==> config.mk <==
export PLATFORM = sky130hd
export DESIGN_NAME = fir_tap_scheduler_flat
export DESIGN_NICKNAME = d
export VERILOG_FILES = /design/src/rtl/fir_tap_scheduler_if.sv /design/src/rtl/fir_tap_scheduler.sv /design/src/flat_wrapper.sv
export SDC_FILE = /design/constraint.sdc
export NUM_CORES = 1
export LEC_CHECK = 0
export CAP_MARGIN = 20
export CORE_MARGIN = 3
export CORE_UTILIZATION = 35
export CTS_CLUSTER_DIAMETER = 200
export DETAILED_ROUTE_END_ITERATION = 10
export PLACE_DENSITY = 0.59
export SLEW_MARGIN = 5
export SYNTH_ARGS = -nofsm -noshare
export SYNTH_HDL_FRONTEND = slang
export SYNTH_SLANG_ARGS = --single-unit
export TNS_END_PERCENT = 30
==> constraint.sdc <==
create_clock -name clk -period 6.2 [get_ports clk]
set_input_delay 1.24 -clock clk [delete_from_list [all_inputs] [get_ports clk]]
set_output_delay 1.24 -clock clk [all_outputs]
set_load 0.005 [all_outputs]
==> src/rtl/fir_tap_scheduler_if.sv <==
// Handshake and address bus between the FIR tap scheduler and its
// surroundings (coefficient source, sample FIFO, RAMs, MAC datapath).
// The scheduler sits on the slave side; whoever drives PushCoef and
// fifo_empty uses the master side.
interface fir_tap_scheduler_if #(
  parameter int AW = 4
);
  logic          PushCoef;
  logic          fifo_empty;
  logic          fifoPullOut;
  logic          coef_we;
  logic [AW-1:0] coef_waddr;
  logic          samp_we;
  logic [AW-1:0] samp_waddr;
  logic [AW-1:0] coef_raddr;
  logic [AW-1:0] samp_raddr;
  logic [1:0]    multiplier_mux_sel;
  logic [1:0]    partialProductAccumulate_valid;
  logic          tap_zero;
  logic          finalAccumulateRounding_en;
  logic          PushOut;
  logic          coef_ready;
  logic          coef_drop;

  modport master (
    output PushCoef, fifo_empty,
    input  fifoPullOut, coef_we, coef_waddr, samp_we, samp_waddr,
           coef_raddr, samp_raddr, multiplier_mux_sel,
           partialProductAccumulate_valid, tap_zero,
           finalAccumulateRounding_en, PushOut, coef_ready, coef_drop
  );

  modport slave (
    input  PushCoef, fifo_empty,
    output fifoPullOut, coef_we, coef_waddr, samp_we, samp_waddr,
           coef_raddr, samp_raddr, multiplier_mux_sel,
           partialProductAccumulate_valid, tap_zero,
           finalAccumulateRounding_en, PushOut, coef_ready, coef_drop
  );
endinterface

==> src/rtl/fir_tap_scheduler.sv <==
// FIR tap scheduler: loads a coefficient set, then for every input sample
// pulls it into a ring buffer and walks all NTAPS taps through a single
// multiply-accumulate, followed by a pipeline drain, a round/saturate
// strobe and a result-valid pulse. Every output is a flop except
// coef_drop, which flags a coefficient word arriving while busy.
module fir_tap_scheduler #(
  parameter int NTAPS = 16,
  parameter int AW    = 4
) (
  input  logic               clk,
  input  logic               reset,
  fir_tap_scheduler_if.slave bus
);

  typedef enum logic [2:0] {
    IDLE, LOAD, WAIT, PULL, MAC, DRAIN, ROUND, OUT
  } state_t;

  localparam logic [AW:0]   FULL_CNT = (AW+1)'(NTAPS);
  localparam logic [AW-1:0] LAST_TAP = AW'(NTAPS - 1);
  localparam logic [AW-1:0] ONE_TAP  = AW'(1);

  state_t        r_state;
  logic [AW:0]   r_coefCnt;
  logic [AW-1:0] r_wptr;
  logic [AW:0]   r_sampCnt;
  logic [AW-1:0] r_base;
  logic [AW-1:0] r_k;
  logic          r_coefReady;
  logic          r_fifoPull;
  logic          r_coefWe;
  logic [AW-1:0] r_coefWaddr;
  logic          r_sampWe;
  logic [AW-1:0] r_sampWaddr;
  logic [AW-1:0] r_coefRaddr;
  logic [AW-1:0] r_sampRaddr;
  logic [1:0]    r_muxSel;
  logic [1:0]    r_valid;
  logic          r_tapZero;
  logic          r_roundEn;
  logic          r_pushOut;

  logic [AW-1:0] w_nextK;
  logic          w_pullGo;
  logic          w_busy;
  logic          w_coefFirst;
  logic          w_coefNext;
  logic          w_enterPull;

  // A coefficient word restarts the load from IDLE, WAIT, or a LOAD that
  // has already collected a full set; a pending word always beats a pull.
  assign w_nextK     = r_k + ONE_TAP;
  assign w_pullGo    = r_coefReady && !bus.fifo_empty;
  assign w_busy      = (r_state == PULL) || (r_state == MAC) || (r_state == DRAIN) ||
                       (r_state == ROUND) || (r_state == OUT);
  assign w_coefFirst = bus.PushCoef &&
                       ((r_state == IDLE) || (r_state == WAIT) ||
                        ((r_state == LOAD) && (r_coefCnt == FULL_CNT)));
  assign w_coefNext  = bus.PushCoef && (r_state == LOAD) && (r_coefCnt != FULL_CNT);
  assign w_enterPull = ((r_state == WAIT) && !bus.PushCoef && w_pullGo) ||
                       ((r_state == OUT) && w_pullGo);

  // Scheduler state machine with all outputs registered alongside the state.
  always_ff @(posedge clk or posedge reset) begin
    if (reset) begin
      r_state     <= IDLE;
      r_coefCnt   <= '0;
      r_wptr      <= '0;
      r_sampCnt   <= '0;
      r_base      <= '0;
      r_k         <= '0;
      r_coefReady <= 1'b0;
      r_fifoPull  <= 1'b0;
      r_coefWe    <= 1'b0;
      r_coefWaddr <= '0;
      r_sampWe    <= 1'b0;
      r_sampWaddr <= '0;
      r_coefRaddr <= '0;
      r_sampRaddr <= '0;
      r_muxSel    <= 2'b00;
      r_valid     <= 2'b00;
      r_tapZero   <= 1'b0;
      r_roundEn   <= 1'b0;
      r_pushOut   <= 1'b0;
    end else begin
      r_fifoPull  <= 1'b0;
      r_sampWe    <= 1'b0;
      r_coefWe    <= 1'b0;
      r_muxSel    <= 2'b00;
      r_valid[0]  <= 1'b0;
      r_valid[1]  <= r_valid[0];
      r_tapZero   <= 1'b0;
      r_roundEn   <= 1'b0;
      r_pushOut   <= 1'b0;

      if (w_coefFirst) begin
        r_coefWe    <= 1'b1;
        r_coefWaddr <= '0;
        r_coefCnt   <= (AW+1)'(1);
        r_coefReady <= 1'b0;
      end else if (w_coefNext) begin
        r_coefWe    <= 1'b1;
        r_coefWaddr <= r_coefCnt[AW-1:0];
        r_coefCnt   <= r_coefCnt + (AW+1)'(1);
      end

      if (w_enterPull) begin
        r_fifoPull  <= 1'b1;
        r_sampWe    <= 1'b1;
        r_sampWaddr <= r_wptr;
        r_base      <= r_wptr;
        r_wptr      <= r_wptr + ONE_TAP;
        if (r_sampCnt != FULL_CNT) begin
          r_sampCnt <= r_sampCnt + (AW+1)'(1);
        end
      end

      unique case (r_state)
        IDLE: begin
          if (w_coefFirst) r_state <= LOAD;
        end
        LOAD: begin
          if ((r_coefCnt == FULL_CNT) && !bus.PushCoef) begin
            r_coefReady <= 1'b1;
            r_state     <= WAIT;
          end
        end
        WAIT: begin
          if (bus.PushCoef) begin
            r_state <= LOAD;
          end else if (w_pullGo) begin
            r_state <= PULL;
          end
        end
        PULL: begin
          r_state     <= MAC;
          r_k         <= '0;
          r_coefRaddr <= '0;
          r_sampRaddr <= r_base;
          r_muxSel    <= 2'b01;
          r_valid[0]  <= 1'b1;
          r_tapZero   <= ((AW+1)'(0) >= r_sampCnt);
        end
        MAC: begin
          if (r_k == LAST_TAP) begin
            r_state <= DRAIN;
            r_k     <= '0;
          end else begin
            r_k         <= w_nextK;
            r_coefRaddr <= w_nextK;
            r_sampRaddr <= r_base - w_nextK;
            r_muxSel    <= 2'b10;
            r_valid[0]  <= 1'b1;
            r_tapZero   <= ({1'b0, w_nextK} >= r_sampCnt);
          end
        end
        DRAIN: begin
          if (r_k == ONE_TAP) begin
            r_state   <= ROUND;
            r_k       <= '0;
            r_roundEn <= 1'b1;
          end else begin
            r_k <= w_nextK;
          end
        end
        ROUND: begin
          r_state   <= OUT;
          r_pushOut <= 1'b1;
        end
        OUT: begin
          r_state <= w_pullGo ? PULL : WAIT;
        end
        default: r_state <= IDLE;
      endcase
    end
  end

  assign bus.fifoPullOut                    = r_fifoPull;
  assign bus.coef_we                        = r_coefWe;
  assign bus.coef_waddr                     = r_coefWaddr;
  assign bus.samp_we                        = r_sampWe;
  assign bus.samp_waddr                     = r_sampWaddr;
  assign bus.coef_raddr                     = r_coefRaddr;
  assign bus.samp_raddr                     = r_sampRaddr;
  assign bus.multiplier_mux_sel             = r_muxSel;
  assign bus.partialProductAccumulate_valid = r_valid;
  assign bus.tap_zero                       = r_tapZero;
  assign bus.finalAccumulateRounding_en     = r_roundEn;
  assign bus.PushOut                        = r_pushOut;
  assign bus.coef_ready                     = r_coefReady;
  assign bus.coef_drop                      = bus.PushCoef && w_busy;

endmodule
==> src/flat_wrapper.sv <==
// flat-port wrapper written by rule: the top's interface ports become plain ports
module fir_tap_scheduler_flat 
#(
  parameter int NTAPS = 16,
  parameter int AW    = 4
)
  (clk, reset, bus_PushCoef, bus_fifo_empty, bus_fifoPullOut, bus_coef_we, bus_coef_waddr, bus_samp_we, bus_samp_waddr, bus_coef_raddr, bus_samp_raddr, bus_multiplier_mux_sel, bus_partialProductAccumulate_valid, bus_tap_zero, bus_finalAccumulateRounding_en, bus_PushOut, bus_coef_ready, bus_coef_drop);
  fir_tap_scheduler_if #(.AW(AW)) bus_i ();
  input  logic clk;
  input  logic reset;
  input wire logic [$bits(bus_i.PushCoef)-1:0] bus_PushCoef;
  input wire logic [$bits(bus_i.fifo_empty)-1:0] bus_fifo_empty;
  output wire logic [$bits(bus_i.fifoPullOut)-1:0] bus_fifoPullOut;
  output wire logic [$bits(bus_i.coef_we)-1:0] bus_coef_we;
  output wire logic [$bits(bus_i.coef_waddr)-1:0] bus_coef_waddr;
  output wire logic [$bits(bus_i.samp_we)-1:0] bus_samp_we;
  output wire logic [$bits(bus_i.samp_waddr)-1:0] bus_samp_waddr;
  output wire logic [$bits(bus_i.coef_raddr)-1:0] bus_coef_raddr;
  output wire logic [$bits(bus_i.samp_raddr)-1:0] bus_samp_raddr;
  output wire logic [$bits(bus_i.multiplier_mux_sel)-1:0] bus_multiplier_mux_sel;
  output wire logic [$bits(bus_i.partialProductAccumulate_valid)-1:0] bus_partialProductAccumulate_valid;
  output wire logic [$bits(bus_i.tap_zero)-1:0] bus_tap_zero;
  output wire logic [$bits(bus_i.finalAccumulateRounding_en)-1:0] bus_finalAccumulateRounding_en;
  output wire logic [$bits(bus_i.PushOut)-1:0] bus_PushOut;
  output wire logic [$bits(bus_i.coef_ready)-1:0] bus_coef_ready;
  output wire logic [$bits(bus_i.coef_drop)-1:0] bus_coef_drop;
  assign bus_i.PushCoef = bus_PushCoef;
  assign bus_i.fifo_empty = bus_fifo_empty;
  assign bus_fifoPullOut = bus_i.fifoPullOut;
  assign bus_coef_we = bus_i.coef_we;
  assign bus_coef_waddr = bus_i.coef_waddr;
  assign bus_samp_we = bus_i.samp_we;
  assign bus_samp_waddr = bus_i.samp_waddr;
  assign bus_coef_raddr = bus_i.coef_raddr;
  assign bus_samp_raddr = bus_i.samp_raddr;
  assign bus_multiplier_mux_sel = bus_i.multiplier_mux_sel;
  assign bus_partialProductAccumulate_valid = bus_i.partialProductAccumulate_valid;
  assign bus_tap_zero = bus_i.tap_zero;
  assign bus_finalAccumulateRounding_en = bus_i.finalAccumulateRounding_en;
  assign bus_PushOut = bus_i.PushOut;
  assign bus_coef_ready = bus_i.coef_ready;
  assign bus_coef_drop = bus_i.coef_drop;
  fir_tap_scheduler #(.NTAPS(NTAPS), .AW(AW)) u_core (.clk(clk), .reset(reset), .bus(bus_i));
endmodule
* Word level (Yosys, flattened, before mapping)
Index checks and enable logic that the tools add are counted. Widths: inputs -> output; s select.
Cells by class: $add $sub $neg 5, magnitude comparators 2, equality and inequality tests 18, mux-type cells 34, reductions and logical operators 26
Operators by type and width (count):
- $mux 4 | 6
- $pmux 3 s8 | 1
- $mux 3 | 6
- $pmux 4 s2 | 2
- $eq 3x3->1 const B | 4
- $mux 1 | 12
- $pmux 4 s3 | 1
- $add 5x1->5 const B | 2
- $logic_and 1x1->1 | 10
- $mux 5 | 2
- $ne 5x5->1 const B | 2
- $add 4x1->4 const B | 2
- $ne 2x2->1 const B | 4
- $logic_or 1x1->1 | 7
- $eq 3x2->1 const B | 2
- $eq 5x5->1 const B | 1
- $ge 1x5->1 const A | 1
- $ge 4x5->1 | 1
- $reduce_and 5->1 | 1
- $eq 4x1->1 const B | 1
- $eq 4x4->1 const B | 1
- $pmux 1 s2 | 2
- $pmux 2 s2 | 1
- $reduce_and 2->1 | 2
- other kinds (9) | 11
Word-level totals: flip-flop bits (word level) 47, input bits 4, output and inout port bits 28, word-level logic and storage cells 102

* Logic depth before layout (Yosys ltp)
depth in word-level cells 7, mapped depth 9, gate-level depth less buffers 9

* Least setup slack after synthesis
No wires, ideal clock.
path kind input port to output port, start input bus_PushCoef, end output bus_coef_drop, arrival 1371 ps, data required time 4960 ps, setup slack 3589 ps, stages 1, buffers on the path 0, cell sequence nor2b_1
Between the ends: word-level cells in the longest chain between the ends 1
Ends and longest elaborated chain:
- start, declared | RTL line flat_wrapper.sv:11 | input wire logic [$bits(bus_i.PushCoef)-1:0] bus_PushCoef;
- $logic_and 1x1->1 | RTL line fir_tap_scheduler.sv:191 | assign bus.coef_drop = bus.PushCoef && w_busy;
- end, declared | RTL line flat_wrapper.sv:26 | output wire logic [$bits(bus_i.coef_drop)-1:0] bus_coef_drop;
No other way between the ends.

* Worst setup path after layout
Same ends and word-level chain as after synthesis.

==> flow_summary.json <==
{
  "post-route-min-period_ns": 3.69,
  "cp.arrival_ns": 2.45,
  "die_y_um": 87.4,
  "grt_pass1_vias": 1436,
  "crit_buf_inv": 2,
  "worstMarginPinSlew_ns": 0.639,
  "syn_nets": 240,
  "critPathKind": "input pin to primary output",
  "num_vias": 1588,
  "core_mm2": 0.00639,
  "path_clk_slew_ns": 0.08,
  "crit_required_ns": 4.96,
  "netlist_top_cells_area": "dfrtp_1 (51%), ha_1 (7.6%), nand2_1 (3.9%)",
  "p_leak_nw": 1.28,
  "antenna_found_initial": 0,
  "pwr_density_cell_mw_per_mm2": 442,
  "start_util_pct": 36.3,
  "critPathMaxStageDelay_ns": 0.56,
  "max-vdd-ir-drop_v": 0.000157,
  "portBuffers": 31,
  "clock_latency_ns": 0.29,
  "pin_count": 32,
  "crit_chain": "clkdlybuf4s50_1, nor2b_1, clkdlybuf4s50_1",
  "run_status": "completed",
  "die_w_um": 87.4,
  "synthArstFlopShare_pct": 100,
  "maxSlewViolCount": 0,
  "crit_family": "buffers and inverters",
  "cts_sinks": 47,
  "htreeDepth": 2,
  "ant_nets": 0,
  "wl_per_cell_um": 12.9,
  "synth-seq-cells": 47,
  "critical_path.slowest_cell": "clkdlybuf4s50_1",
  "setup_viol": 0,
  "dieArea_mm2": 0.00764,
  "syn2layout_area_growth_pct": 20.2,
  "antenna_cells": 0,
  "grt_remaining_overflow": 0,
  "synth_top_area_share_pct": 50.7,
  "fin_nets": 271,
  "grt_max_degree": 48,
  "synth_edf_count": 0,
  "yosys_warnings": 0,
  "rsz0062_at_grt": "false",
  "power.total_mw": 1.23,
  "fin_setup_tns_ns": 0,
  "synth.largest_area_cell": "dfrtp_1",
  "vias_per_cell": 4.83,
  "drc": 0,
  "crit_path_end_kind": "primary output",
  "grt_pass1_wl_um": 7000,
  "clockRootBuffer": "clkbuf_8",
  "max_freq_mhz": 271,
  "crit_fanout": 6,
  "relSlewSlack_pct": 57.2,
  "clock_skew_ns": 0.00846,
  "drive_above_1_share_pct": 7.94,
  "maxCapViolations": 0,
  "drtPass1Iterations": 4,
  "place_hpwl_um": 2960,
  "num_rows": 29,
  "cts_inserted_buffers": 5,
  "cts_max_path_buffers": 2,
  "hold_viol_final": 0,
  "gp_congestion": 0.756,
  "postSynthCellCount": 221,
  "hp-class": "flop to flop",
  "cts_setup_buffers": 0,
  "synth_area_mm2": 0.00232,
  "syn_area_per_cell_um2": 10.5,
  "startpoint_type": "input pin",
  "grtUsageTotal_pct": 11.9,
  "finalCritPeriodShare_pct": 59.6,
  "routed_wl_um": 4240,
  "post_cts_resized": 0,
  "cts_tree": "built",
  "yosysSeqAreaShare_pct": 50.7,
  "cpMostUsedCell": "clkdlybuf4s50_1",
  "drt_iter0_drc": 81,
  "ys.flop_type": "dfrtp_1",
  "cts_hold_buf": 0,
  "synthDistinctLibCells": 42
}
worst paths after layout:
path,slack (ns),cells after the start,startpoint,end
worst max-delay path,2.51,3,bus_PushCoef,bus_coef_drop
worst min-delay path,0.38,0,u_core.bus.partialProductAccumulate_valid[0],u_core.bus.partialProductAccumulate_valid[1]
worst max register to register,3.90,9,u_core.r_k[0],u_core.bus.samp_raddr[3]
worst min register to register,0.38,0,u_core.bus.partialProductAccumulate_valid[0],u_core.bus.partialProductAccumulate_valid[1]
max in group asynchronous,4.51,3,reset,u_core.r_k[0]
min in group asynchronous,1.21,2,reset,u_core.bus.multiplier_mux_sel[0]
layer usage:
layer | wire [um] | GRT usage [%] | part of all wire, % | vias up
met5 | 0 | 0 | 0 | -
met4 | 66 | 4.18 | 1.6 | 0
met2 | 1990 | 18.4 | 47 | 22
met3 | 140 | 3.31 | 3.3 | 5
li1 | - | - | - | 814
met1 | 2040 | 15.9 | 48 | 747
logic make-up (layout without fill, tap and decap cells):
group	count (synthesis)	in the layout	synth area share, %
DFF	47	47	50.7
adders and majority gates	15	15	8.41
and+or+nand+nor	67	67	15.2
muxes	5	5	2.37
xor gates and xnor gates	15	15	5.66
AOI/OAI and AO/OA	44	44	12.5
buffers and inverters	28	59	5.23
report_power, final:
| part | internal (mW) | switching [mW] | total, mW |
|---|---|---|---|
| clock | 0.0876 | 0.0984 | 0.186 |
| combinational | 0.279 | 0.241 | 0.520 |
| sequential | 0.407 | 0.119 | 0.526 |
synth_stat cells, drive strengths merged, types with 2 or more instances:
master / count
o21ai: 17
nor2: 10
xnor2: 8
clkbuf: 2
xor2: 7
nor2b: 2
ha: 14
buf: 6
nor3b: 3
a21oi: 11
inv: 20
a21o: 3
nand3b: 5
nand2b: 4
nand3: 6
nand4: 6
nor3: 2
a22o: 5
mux2: 4
dfrtp: 47
nand2: 24
cell usage in the layout, fill, tap and decap left out, types with 2 or more instances in the layout:
cell type | netlist | routed
clkdlybuf4s50_1 | 0 | 31
mux2_2 | 4 | 4
nand3b_1 | 5 | 5
nor2b_1 | 2 | 2
xnor2_1 | 8 | 8
nor3b_1 | 2 | 2
a21o_1 | 3 | 3
clkbuf_8 | 0 | 6
xor2_1 | 7 | 7
nor3_1 | 2 | 2
o21ai_0 | 17 | 17
inv_1 | 19 | 18
nor2_1 | 10 | 10
ha_1 | 14 | 14
a22o_1 | 5 | 5
nand2b_1 | 4 | 4
inv_2 | 1 | 2
nand4_1 | 6 | 6
a21oi_1 | 9 | 9
nand2_1 | 24 | 24
nand3_1 | 6 | 6
dfrtp_1 | 47 | 47
metrics by stage:
stage | instances | util, % | area [um2] | hold WS [ns] | setup slack (ns)
global route | 329 | 43.7 | 2790 | 0.400 | 2.44
finish | 329 | 43.7 | 2790 | 0.384 | 2.51
detailed placement | 321 | 42.0 | 2680 | 0.370 | 2.51
CTS | 328 | 43.3 | 2770 | 0.390 | 2.50
global placement | 321 | 42.0 | 2680 | 0.361 | 2.52
floorplan | 221 | - | 2320 | 0.376 | 3.59
state kept, by name, summed over array words and instances, names as in the netlist, 2 cells and up:
signal	count
u_core.r_coefCnt	5
u_core.r_sampCnt	5
u_core.bus.coef_raddr	4
u_core.bus.coef_waddr	4
u_core.bus.samp_raddr	4
u_core.r_base	4
u_core.r_k	4
u_core.r_wptr	4
u_core.r_state	3
u_core.bus.multiplier_mux_sel	2
u_core.bus.partialProductAccumulate_valid	2
worst register-to-register path, delay by kind of cell (launching register included):
kind	cells	cell delay, ns
XOR/XNOR	2	0.46
flip-flops	1	0.52
adder cells (fa/ha/maj)	2	0.58
AO/OA/AOI/OAI	3	0.53
AND/OR/NAND/NOR	1	0.08
buffers and inverters	1	0.08
layout make-up:
class	count	area [um2]
multi-input combinational	146	1020
clock inverter	1	5.00
timing repair buffer	32	330
clock buffer	6	82.6
sequential	47	1180
tap	77	96.3
inverter	20	75.1
fill	622	3600
Note: power is estimated with default switching activity, not from simulation.
